File: src/rtl/prvp_pulp_clock_divider.sv
// Programmable integer clock divider with glitch-free ratio change on period boundaries.
// Optional PRVP_CLK_DIV_ODD50_EN adds a negedge stage for 50% duty on odd ratios.
module prvp_pulp_clock_divider #(
   parameter int unsigned DIV_W       = 8,
   parameter int unsigned DEFAULT_DIV = 1
) (
   input  logic             clk_i,
   input  logic             rstn_i,
   input  logic             test_mode_i,
   input  logic [DIV_W-1:0] clk_div_i,
   input  logic             clk_div_valid_i,
   output logic             clk_div_ack_o,
   output logic             clk_o
);

   localparam logic [DIV_W-1:0] DEF_DIV = DIV_W'(DEFAULT_DIV);
   localparam logic [DIV_W-1:0] ONE     = DIV_W'(1);

   typedef enum logic [1:0] {
      S_BYPASS,
      S_RUN,
      S_PEND
   } state_t;

   state_t           state;
   logic [DIV_W-1:0] div_q;
   logic [DIV_W-1:0] new_q;
   logic [DIV_W-1:0] cnt;
   logic [DIV_W-1:0] cnt_next;
   logic [DIV_W-1:0] ratio_next;
   logic             ack;
   logic             clk_div_q;
   logic             clk_div_d;
   logic             clk_run;
   logic             bypass;
   logic             wrap;
   logic             apply;
   logic             take;

   assign bypass     = (div_q <= ONE);
   assign wrap       = !bypass && (cnt == (div_q - ONE));
   assign cnt_next   = (bypass || wrap) ? '0 : cnt + ONE;
   assign apply      = (state == S_PEND) && (bypass || wrap);
   assign take       = clk_div_valid_i && (state != S_PEND) && !ack;
   assign ratio_next = apply ? new_q : div_q;
   // On apply cnt_next is 0, so the new ratio's first high phase starts here
   assign clk_div_d  = (cnt_next < (ratio_next >> 1));

   always_ff @(posedge clk_i or negedge rstn_i) begin
      if (!rstn_i) begin
         state     <= (DEF_DIV <= ONE) ? S_BYPASS : S_RUN;
         div_q     <= DEF_DIV;
         new_q     <= DEF_DIV;
         cnt       <= '0;
         ack       <= 1'b0;
         clk_div_q <= 1'b0;
      end else begin
         ack       <= apply;
         cnt       <= cnt_next;
         clk_div_q <= clk_div_d;
         if (apply) begin
            div_q <= new_q;
            state <= (new_q <= ONE) ? S_BYPASS : S_RUN;
         end else if (take) begin
            new_q <= clk_div_i;
            state <= S_PEND;
         end
      end
   end

`ifdef PRVP_CLK_DIV_ODD50_EN
   logic clk_div_n;

   always_ff @(negedge clk_i or negedge rstn_i) begin
      if (!rstn_i) begin
         clk_div_n <= 1'b0;
      end else begin
         clk_div_n <= clk_div_q;
      end
   end

   // Half-cycle stretch of the high phase, only for odd ratios
   assign clk_run = clk_div_q | (div_q[0] & clk_div_n);
`else
   assign clk_run = clk_div_q;
`endif

   assign clk_div_ack_o = ack;
   assign clk_o = rstn_i & ((test_mode_i | bypass) ? clk_i : clk_run);

endmodule

File: config.mk
export PLATFORM = sky130hd
export DESIGN_NAME = prvp_pulp_clock_divider
export DESIGN_NICKNAME = d
export VERILOG_FILES = /design/src/rtl/prvp_pulp_clock_divider.sv
export SDC_FILE = /design/constraint.sdc
export NUM_CORES = 1
export LEC_CHECK = 0
export ABC_CLOCK_PERIOD_IN_PS = 11300
export CORE_MARGIN = 5
export CORE_UTILIZATION = 64
export CTS_BUF_LIST = sky130_fd_sc_hd__clkbuf_8
export DETAILED_ROUTE_END_ITERATION = 6
export GPL_TIMING_DRIVEN = 0
export PLACE_DENSITY_LB_ADDON = 0.15
export SLEW_MARGIN = 20
export SYNTH_ARGS = -nofsm -noshare
export SYNTH_HDL_FRONTEND = slang
export SYNTH_SLANG_ARGS = --single-unit
File: constraint.sdc
create_clock -name clk_i -period 11.3 [get_ports clk_i]
set_input_delay 2.26 -clock clk_i [delete_from_list [all_inputs] [get_ports clk_i]]
set_output_delay 2.26 -clock clk_i [all_outputs]
set_load 0.1 [all_outputs]
==> results.toml, run 1 <==
[outcome]
status = "finished clean"

[synthesis]
yosys_warnings = 0
synth_area_leaders = "dfrtp_1 (40%), mux2_2 (9.7%), ha_1 (6.9%)"
synth_area_um2 = 1620
synth_cell_type_count = 38
ys_seq_area_frac = 0.434
ys.flop_type = "dfrtp_1"
avgSynthCellArea_um2 = 11.5
synthesis.nets = 162
synth-seq-cells = 28
synth_top_area_cell = "dfrtp_1"
async_flop_share = 1.00
synth_edf_count = 0
synth_top_area_frac = 0.401
synth.most_common_cell = "dfrtp_1"
synthCells = 141
synth.top_cells.by_count = "dfrtp_1 (26), mux2_2 (14), nor2_1 (13)"

[die]
die_area_um2 = 3640
rows = 18
die_x_um = 60.3
ioPinCount = 14
coreArea_um2 = 2450
start_util = 0.661
dieHeight_um = 60.3

[cts]
cts_tree = "built"
clk_pin_slew_ns = 0.09
post_cts_buffers = 0
cts_hold_buf = 0
insertion_delay_ns = 0.38
cts_resized = 0

[timing]
finalSetupTns_ns = 0
slew_headroom = 0.352
setup_viol = 0
hold_viol_final = 0
tightestPinTransition_ns = 0.970
slew_violations = 0
fin_skew_ns = 0.00254
rsz0062_at_grt = "false"

[placed_design]
hpwlAfterDp_mm = 2.44
gp_congestion = 0.869
port_buffers = 13
post_dp_cell_area_um2 = 1780

[pwr]
powerDensity_nw_per_um2 = 330
cellLeakagePower_nw = 0.817
ir_drop_uv = 236

[worst_hold_path]
min-delay-path-class = "reg2reg"

[drt]
drtIter0Drc = 43
firstDrtPassIters = 4
ant_nets = 0
drc = 0
wl_per_cell_um = 17.0
routed_wirelength_mm = 3.24
num_vias = 1167
viasPerCell = 6.11

[final_layout]
nNetsFinal = 183
syn2layout_area_growth_pct = 17.0
drive_gt1_frac = 0.217
stdcell_area_um2 = 1900
num_antenna_cells = 0

[critical_path]
cp-end-kind = "output port"
critical-path-slowest-cell = "clkdlybuf4s50_1"
cpMostUsedCell = "clkbuf_8"
crit_required_ns = 9.04
crit_chain = "clkbuf_8 > clkbuf_8 > o21ai_0 > a21boi_0 > clkdlybuf4s50_1"
critPathMaxStageDelay_ns = 0.97
worstPathMaxFanout = 2
critPathLaunchType = "clock port"
crit_type = "clk2out"
arrival_ns = 7.00

[job]
cap_violations = 0

[global_routing]
grt_max_degree = 30
grt_overflow_total = 0
grt_pass1_vias = 1230
grt_first_pass_wirelength_mm = 5.64
antenna_found_initial = 0
grt.total_usage = 0.219
## per-layer routing
layer | wire length (um) | part of all wire | up-vias | track usage
li1 | - | - | 557 | -
met1 | 1380 | 0.43 | 577 | 0.258
met2 | 1630 | 0.50 | 23 | 0.356
met3 | 137 | 0.042 | 10 | 0.0723
met4 | 91 | 0.028 | 0 | 0.117
met5 | 0 | 0 | - | 0
## through the flow
stage / power, W / hold WS, ns / setup WS (ns) / utilization / cells
after floorplan: 0.000446 / 0.502 / 2.43 / - / 141
after global placement: 0.000501 / 0.528 / 2.30 / 0.729 / 184
after detailed placement: 0.000517 / 0.554 / 2.30 / 0.727 / 184
after CTS: 0.000629 / 0.571 / 2.03 / 0.773 / 191
after global routing: 0.000673 / 0.604 / 1.99 / 0.773 / 191
final: 0.000626 / 0.565 / 2.04 / 0.773 / 191
## state kept, by name, indices dropped and copies added (netlist names)
name / cells
clk_div_ack_o: 1
div_q: 8
clk_div_q: 1
new_q: 8
cnt: 8
state: 2
## cells by family after synthesis
family                     Yosys count  share of synthesized area
xor gates and xnor gates            17                      0.103
AOI/OAI and AO/OA                   20                      0.104
and+or+nand+nor                     44                      0.150
buffers and inverters                5                     0.0185
muxes                               18                      0.122
DFF                                 28                      0.434
adders and majority gates            9                     0.0694
## power by group
group	leakage [nW]	internal, W	switching (W)
sequential	0.336	0.000150	0.0000634
clock	0.0643	0.0000724	0.0000446
combinational	0.417	0.000153	0.000142
## worst max-delay path, delay by kind of cell
family / cells / cell delay, ns
buffers and inverters: 3 / 1.19
AOI/OAI and AO/OA: 2 / 0.15
## cell usage in the layout (no fill, tap or decap), types with 3 or more instances in the layout
cell             instances
nand3_1                  6
nand2_1                  6
ha_1                     9
clkbuf_8                 6
inv_1                    3
xor2_1                   8
xnor2_1                  8
nor2_1                  13
clkdlybuf4s50_1         12
nor3_1                   3
a22o_1                   3
dfrtp_1                 26
mux2_2                  14
and3_2                   3
a211oi_1                 3
mux2i_1                  4
a21oi_1                  3
## final timing paths
check | from | to | slack [ns] | cells past startpoint
max | clk_i | clk_o | 2.04 | 5
min | new_q[5] | new_q[5] | 0.57 | 1
max reg2reg | div_q[1] | clk_div_q | 7.31 | 14
min reg2reg | new_q[5] | new_q[5] | 0.57 | 1
max in group asynchronous | rstn_i | cnt[2] | 9.02 | 1
min in group asynchronous | rstn_i | new_q[2] | 1.87 | 1
## cell type report
class,count,area [um2]
timing repair buffer,12,115
buffer,1,15.0
inverter,4,15.0
clock buffer,7,92.6
fill,161,558
multi-input combinational,108,888
clock inverter,1,30.0
sequential,28,703
tap,30,37.5
Note: power is estimated with default switching activity, not from simulation.
==> run 2, diff against run 1 <==
--- a/config.mk
+++ b/config.mk
@@ -5,9 +5,9 @@
 export SDC_FILE = /design/constraint.sdc
 export NUM_CORES = 1
 export LEC_CHECK = 0
-export ABC_CLOCK_PERIOD_IN_PS = 11300
+export ABC_CLOCK_PERIOD_IN_PS = 8300
 export CORE_MARGIN = 5
-export CORE_UTILIZATION = 64
+export CORE_UTILIZATION = 54
 export CTS_BUF_LIST = sky130_fd_sc_hd__clkbuf_8
 export DETAILED_ROUTE_END_ITERATION = 6
 export GPL_TIMING_DRIVEN = 0
==> constraint.sdc (replaced) <==
create_clock -name clk_i -period 8.3 [get_ports clk_i]
set_input_delay 1.66 -clock clk_i [delete_from_list [all_inputs] [get_ports clk_i]]
set_output_delay 1.66 -clock clk_i [all_outputs]
set_load 0.1 [all_outputs]
==> run 2 against run 1 <==
Against the previous run: non-clock buffer count did not move; worst hold slack got worse by 0.00062 ns; utilization fell by 11 points; critical endpoint unchanged; clock skew rose by 0.0037 ns; combinational power rose by 35%; register-to-register slack got worse by 3.0 ns.
==> results.toml, run 2 (synthesis results as in run 1) <==
[outcome]
status = "finished clean"

[drt]
viasPerCell = 6.03
drc = 0
firstDrtPassIters = 4
ant_nets = 0
num_vias = 1157
wl_per_cell_um = 17.1
routed_wirelength_mm = 3.28
drtIter0Drc = 49

[placed_design]
hpwlAfterDp_mm = 2.49
gp_congestion = 0.831
port_buffers = 13

[critical_path]
rr_startpoint = "div_q[1]"
worstPathMaxFanout = 2
crit_required_ns = 6.64
cp-end-kind = "output port"
critPathLaunchType = "clock port"
arrival_ns = 5.52
startpoint = "clk_i"
crit_type = "clk2out"

[die]
dieHeight_um = 64.8
die_x_um = 64.8
rows = 19
die_area_um2 = 4200
ioPinCount = 14
start_util = 0.573
coreArea_um2 = 2830

[global_routing]
antenna_found_initial = 0
grt.total_usage = 0.182
grt_pass1_vias = 1216
grt_first_pass_wirelength_mm = 5.64
grt_overflow_total = 0
grt_max_degree = 30

[final_layout]
multi_input_area_um2 = 888
biggestRegsByFlops = "cnt (8), div_q (8), new_q (8)"
num_antenna_cells = 0
syn2layout_area_growth_pct = 16.0
register_area_um2 = 703
layout_common_cells = "dfrtp_1 (26), mux2_2 (14), nor2_1 (13)"
num-fill-cells = 210
layout_commonest_cell = "dfrtp_1"
drive_gt1_frac = 0.217
nNetsFinal = 183

[cts]
insertion_delay_ns = 0.39
cts_tree = "built"
cts_resized = 0
clk_pin_slew_ns = 0.09
cts_hold_buf = 0
post_cts_buffers = 0

[timing]
rsz0062_at_grt = "false"
hold_viol_final = 0
slew_headroom = 0.338
tightestPinTransition_ns = 0.989
fin_skew_ns = 0.00620
finalSetupTns_ns = 0
slew_violations = 0
setup_viol = 0

[pwr]
cellLeakagePower_nw = 0.810
powerDensity_nw_per_um2 = 440
power_w = 0.000828
ir_drop_uv = 208

[worst_hold_path]
min-delay-path-class = "reg2reg"
hold_start = "new_q[5]"

[job]
cap_violations = 0
[run 2: cell types whose count changed in the layout (fill, tap and decap cells not counted), sizes merged]
cell / before / now
bufinv: 1 / 0
clkbuf: 6 / 7
[run 2: critical path: stages]
cell	delay (ns)
clkbuf_8	0.11
clkbuf_8	0.12
o21ai_0	0.05
a21boi_0	0.10
clkdlybuf4s50_1	0.99
[run 2: area by class of cell]
| class | count | area share |
|---|---|---|
| plain buffers | 1 | 0.00798 |
| clock buffers | 8 | 0.0565 |
| inverters | 4 | 0.00798 |
| multi-input cells | 108 | 0.472 |
| flip-flops and latches | 28 | 0.374 |
| well taps | 31 | 0.0206 |
| repair buffers | 12 | 0.0612 |
[run 2: metal layers]
metal  up-vias  part of all wire  global-route usage
met1       571              0.45               0.222
met2        25              0.47               0.276
met4         0             0.029               0.124
met5         -                 0                   0
li1        552                 -                   -
met3         9             0.042              0.0570
[run 2: through the flow]
step                std cells  hold WS (ns)  area, um2  setup WS [ns]  utilization
finish                    192         0.565       1880           1.12        0.665
global route              192         0.585       1880           1.04        0.665
CTS                       192         0.568       1880           1.11        0.665
detailed placement        185         0.547       1790           1.40        0.631
global placement          185         0.530       1790           1.40        0.633
floorplan                 141         0.502       1620           1.53            -
[run 2: worst paths after layout]
kind	end	slack, ns	cells past startpoint
setup / recovery	clk_o	1.12	5
hold / removal	new_q[5]	0.56	1
setup reg to reg	clk_div_q	4.31	14
hold reg to reg	new_q[5]	0.56	1
max in group asynchronous	div_q[4]	6.61	1
min in group asynchronous	cnt[4]	1.28	1
[run 2: power breakdown]
group	leakage [nW]	total, W	internal, W	switching, W
registers	0.336	0.000291	0.000205	0.0000861
logic	0.417	0.000398	0.000208	0.000190
clock network	0.0574	0.000139	0.0000766	0.0000624
==> run 3, diff against run 2 <==
--- a/config.mk
+++ b/config.mk
@@ -7,11 +7,13 @@
 export LEC_CHECK = 0
 export ABC_CLOCK_PERIOD_IN_PS = 8300
 export CORE_MARGIN = 5
-export CORE_UTILIZATION = 54
+export CORE_UTILIZATION = 50
 export CTS_BUF_LIST = sky130_fd_sc_hd__clkbuf_8
 export DETAILED_ROUTE_END_ITERATION = 6
 export GPL_TIMING_DRIVEN = 0
+export MAX_ROUTING_LAYER = met4
 export PLACE_DENSITY_LB_ADDON = 0.15
+export SKIP_LAST_GASP = 1
 export SLEW_MARGIN = 20
 export SYNTH_ARGS = -nofsm -noshare
 export SYNTH_HDL_FRONTEND = slang
==> run 3 against run 2 <==
Against the previous run: sequential cell count is the same; sequential share of layout area shrank 0.64 points; clock skew shrank 0.0024 ns; register-to-register slack is essentially flat; worst hold slack lost 0.0040 ns; clock-buffer cell count shrank 1; via count grew 0.35%; critical endpoint unchanged; largest cell class unchanged; largest power group unchanged; highest routed layer unchanged.
==> results.toml, run 3 (synthesis results as in run 1) <==
[cts]
cts_hold_buf = 0
cts_resized = 0
post_cts_buffers = 0
insertion_delay_ns = 0.37
cts_tree = "built"
clk_pin_slew_ns = 0.09

[final_layout]
syn2layout_area_growth_pct = 18.1
nNetsFinal = 183
layout_commonest_cell = "dfrtp_1"
layout_common_cells = "dfrtp_1 (26), mux2_2 (14), nor2_1 (13)"
drive_gt1_frac = 0.217
stdcell_area_um2 = 1910
biggestRegsByFlops = "cnt (8), div_q (8), new_q (8)"
num_antenna_cells = 0

[critical_path]
worstPathMaxFanout = 2
cp-end-kind = "output port"
crit_required_ns = 6.64
cpMostUsedCell = "clkbuf_8"
critical-path-slowest-cell = "clkdlybuf4s50_1"
crit_chain = "clkbuf_8 > clkbuf_8 > o21ai_0 > a21boi_0 > clkdlybuf4s50_1"
critPathLaunchType = "clock port"
critPathMaxStageDelay_ns = 0.97
arrival_ns = 5.50
crit_type = "clk2out"

[timing]
fin_skew_ns = 0.00385
tightestPinTransition_ns = 0.979
setup_viol = 0
slew_violations = 0
rsz0062_at_grt = "false"
slew_headroom = 0.345
hold_viol_final = 0
finalSetupTns_ns = 0

[pwr]
ir_drop_uv = 206
powerDensity_nw_per_um2 = 441
power_w = 0.000845
cellLeakagePower_nw = 0.817

[die]
start_util = 0.527
dieHeight_um = 67.0
die_area_um2 = 4480
coreArea_um2 = 3080
rows = 20
ioPinCount = 14
die_x_um = 67.0

[drt]
wl_per_cell_um = 16.0
drtIter0Drc = 51
firstDrtPassIters = 4
wl_met3_um = 182
ant_nets = 0
viasPerCell = 5.66
top_layer_used = "met4"
m1WireLength_mm = 1.37
wl_met2_mm = 1.70
num_vias = 1161
routed_wirelength_mm = 3.28
drc = 0

[global_routing]
grt_pass1_vias = 1234
grt_first_pass_wirelength_mm = 5.71
grt_overflow_total = 0
grt_max_degree = 30
antenna_found_initial = 0
grt.total_usage = 0.179

[outcome]
status = "finished clean"

[placed_design]
post_dp_cell_area_um2 = 1800
port_buffers = 13
gp_congestion = 0.857
hpwlAfterDp_mm = 2.53

[worst_hold_path]
min-delay-path-class = "reg2reg"

[job]
cap_violations = 0
==> run 3: changes by cell type in the layout (fill, tap and decap cells not counted), sizes merged <==
cell,change
bufinv,+1
clkbuf,-1
==> run 3: layout make-up <==
type	instances	area [um2]
Fill cell	270	1160
Clock buffer	7	92.6
Inverter	4	15.0
Clock inverter	1	30.0
Sequential cell	28	703
Buffer	1	15.0
Timing Repair Buffer	12	115
Multi-Input combinational cell	108	888
Tap cell	44	55.1
==> run 3: report_power, final <==
part	internal, W	switching (W)	total [W]
Sequential	0.000205	0.0000866	0.000292
Combinational	0.000207	0.000189	0.000396
Clock	0.0000985	0.0000589	0.000157
Total	0.000511	0.000334	0.000845
==> run 3: path summary, 6_finish.rpt <==
check	start	endpoint	slack, ns	cells after the start
min in group asynchronous	rstn_i	new_q[3]	1.29	1
setup / recovery	clk_i	clk_o	1.14	5
setup reg to reg	div_q[1]	clk_div_q	4.31	14
max in group asynchronous	rstn_i	div_q[2]	6.61	1
hold reg to reg	new_q[6]	div_q[6]	0.56	1
hold / removal	new_q[6]	div_q[6]	0.56	1
==> run 3: worst max-delay path: cells and delay by family <==
family / cells / cell delay (ns)
AO/OA/AOI/OAI: 2 / 0.14
buffers and inverters: 3 / 1.19
==> run 3: layer usage <==
metal,GRT usage,vias up
met5,-,-
met4,0.0532,0
met3,0.0590,6
met2,0.293,28
met1,0.209,571
li1,-,556
==> run 3: stage by stage <==
stage | util | hold slack [ns] | std cells | setup WS (ns)
2_1_floorplan | - | 0.502 | 141 | 1.53
3_3_place_gp | 0.587 | 0.530 | 198 | 1.40
3_5_place_dp | 0.585 | 0.545 | 198 | 1.40
4_1_cts | 0.622 | 0.570 | 205 | 1.12
5_1_grt | 0.622 | 0.589 | 205 | 1.07
6_report | 0.622 | 0.561 | 205 | 1.14
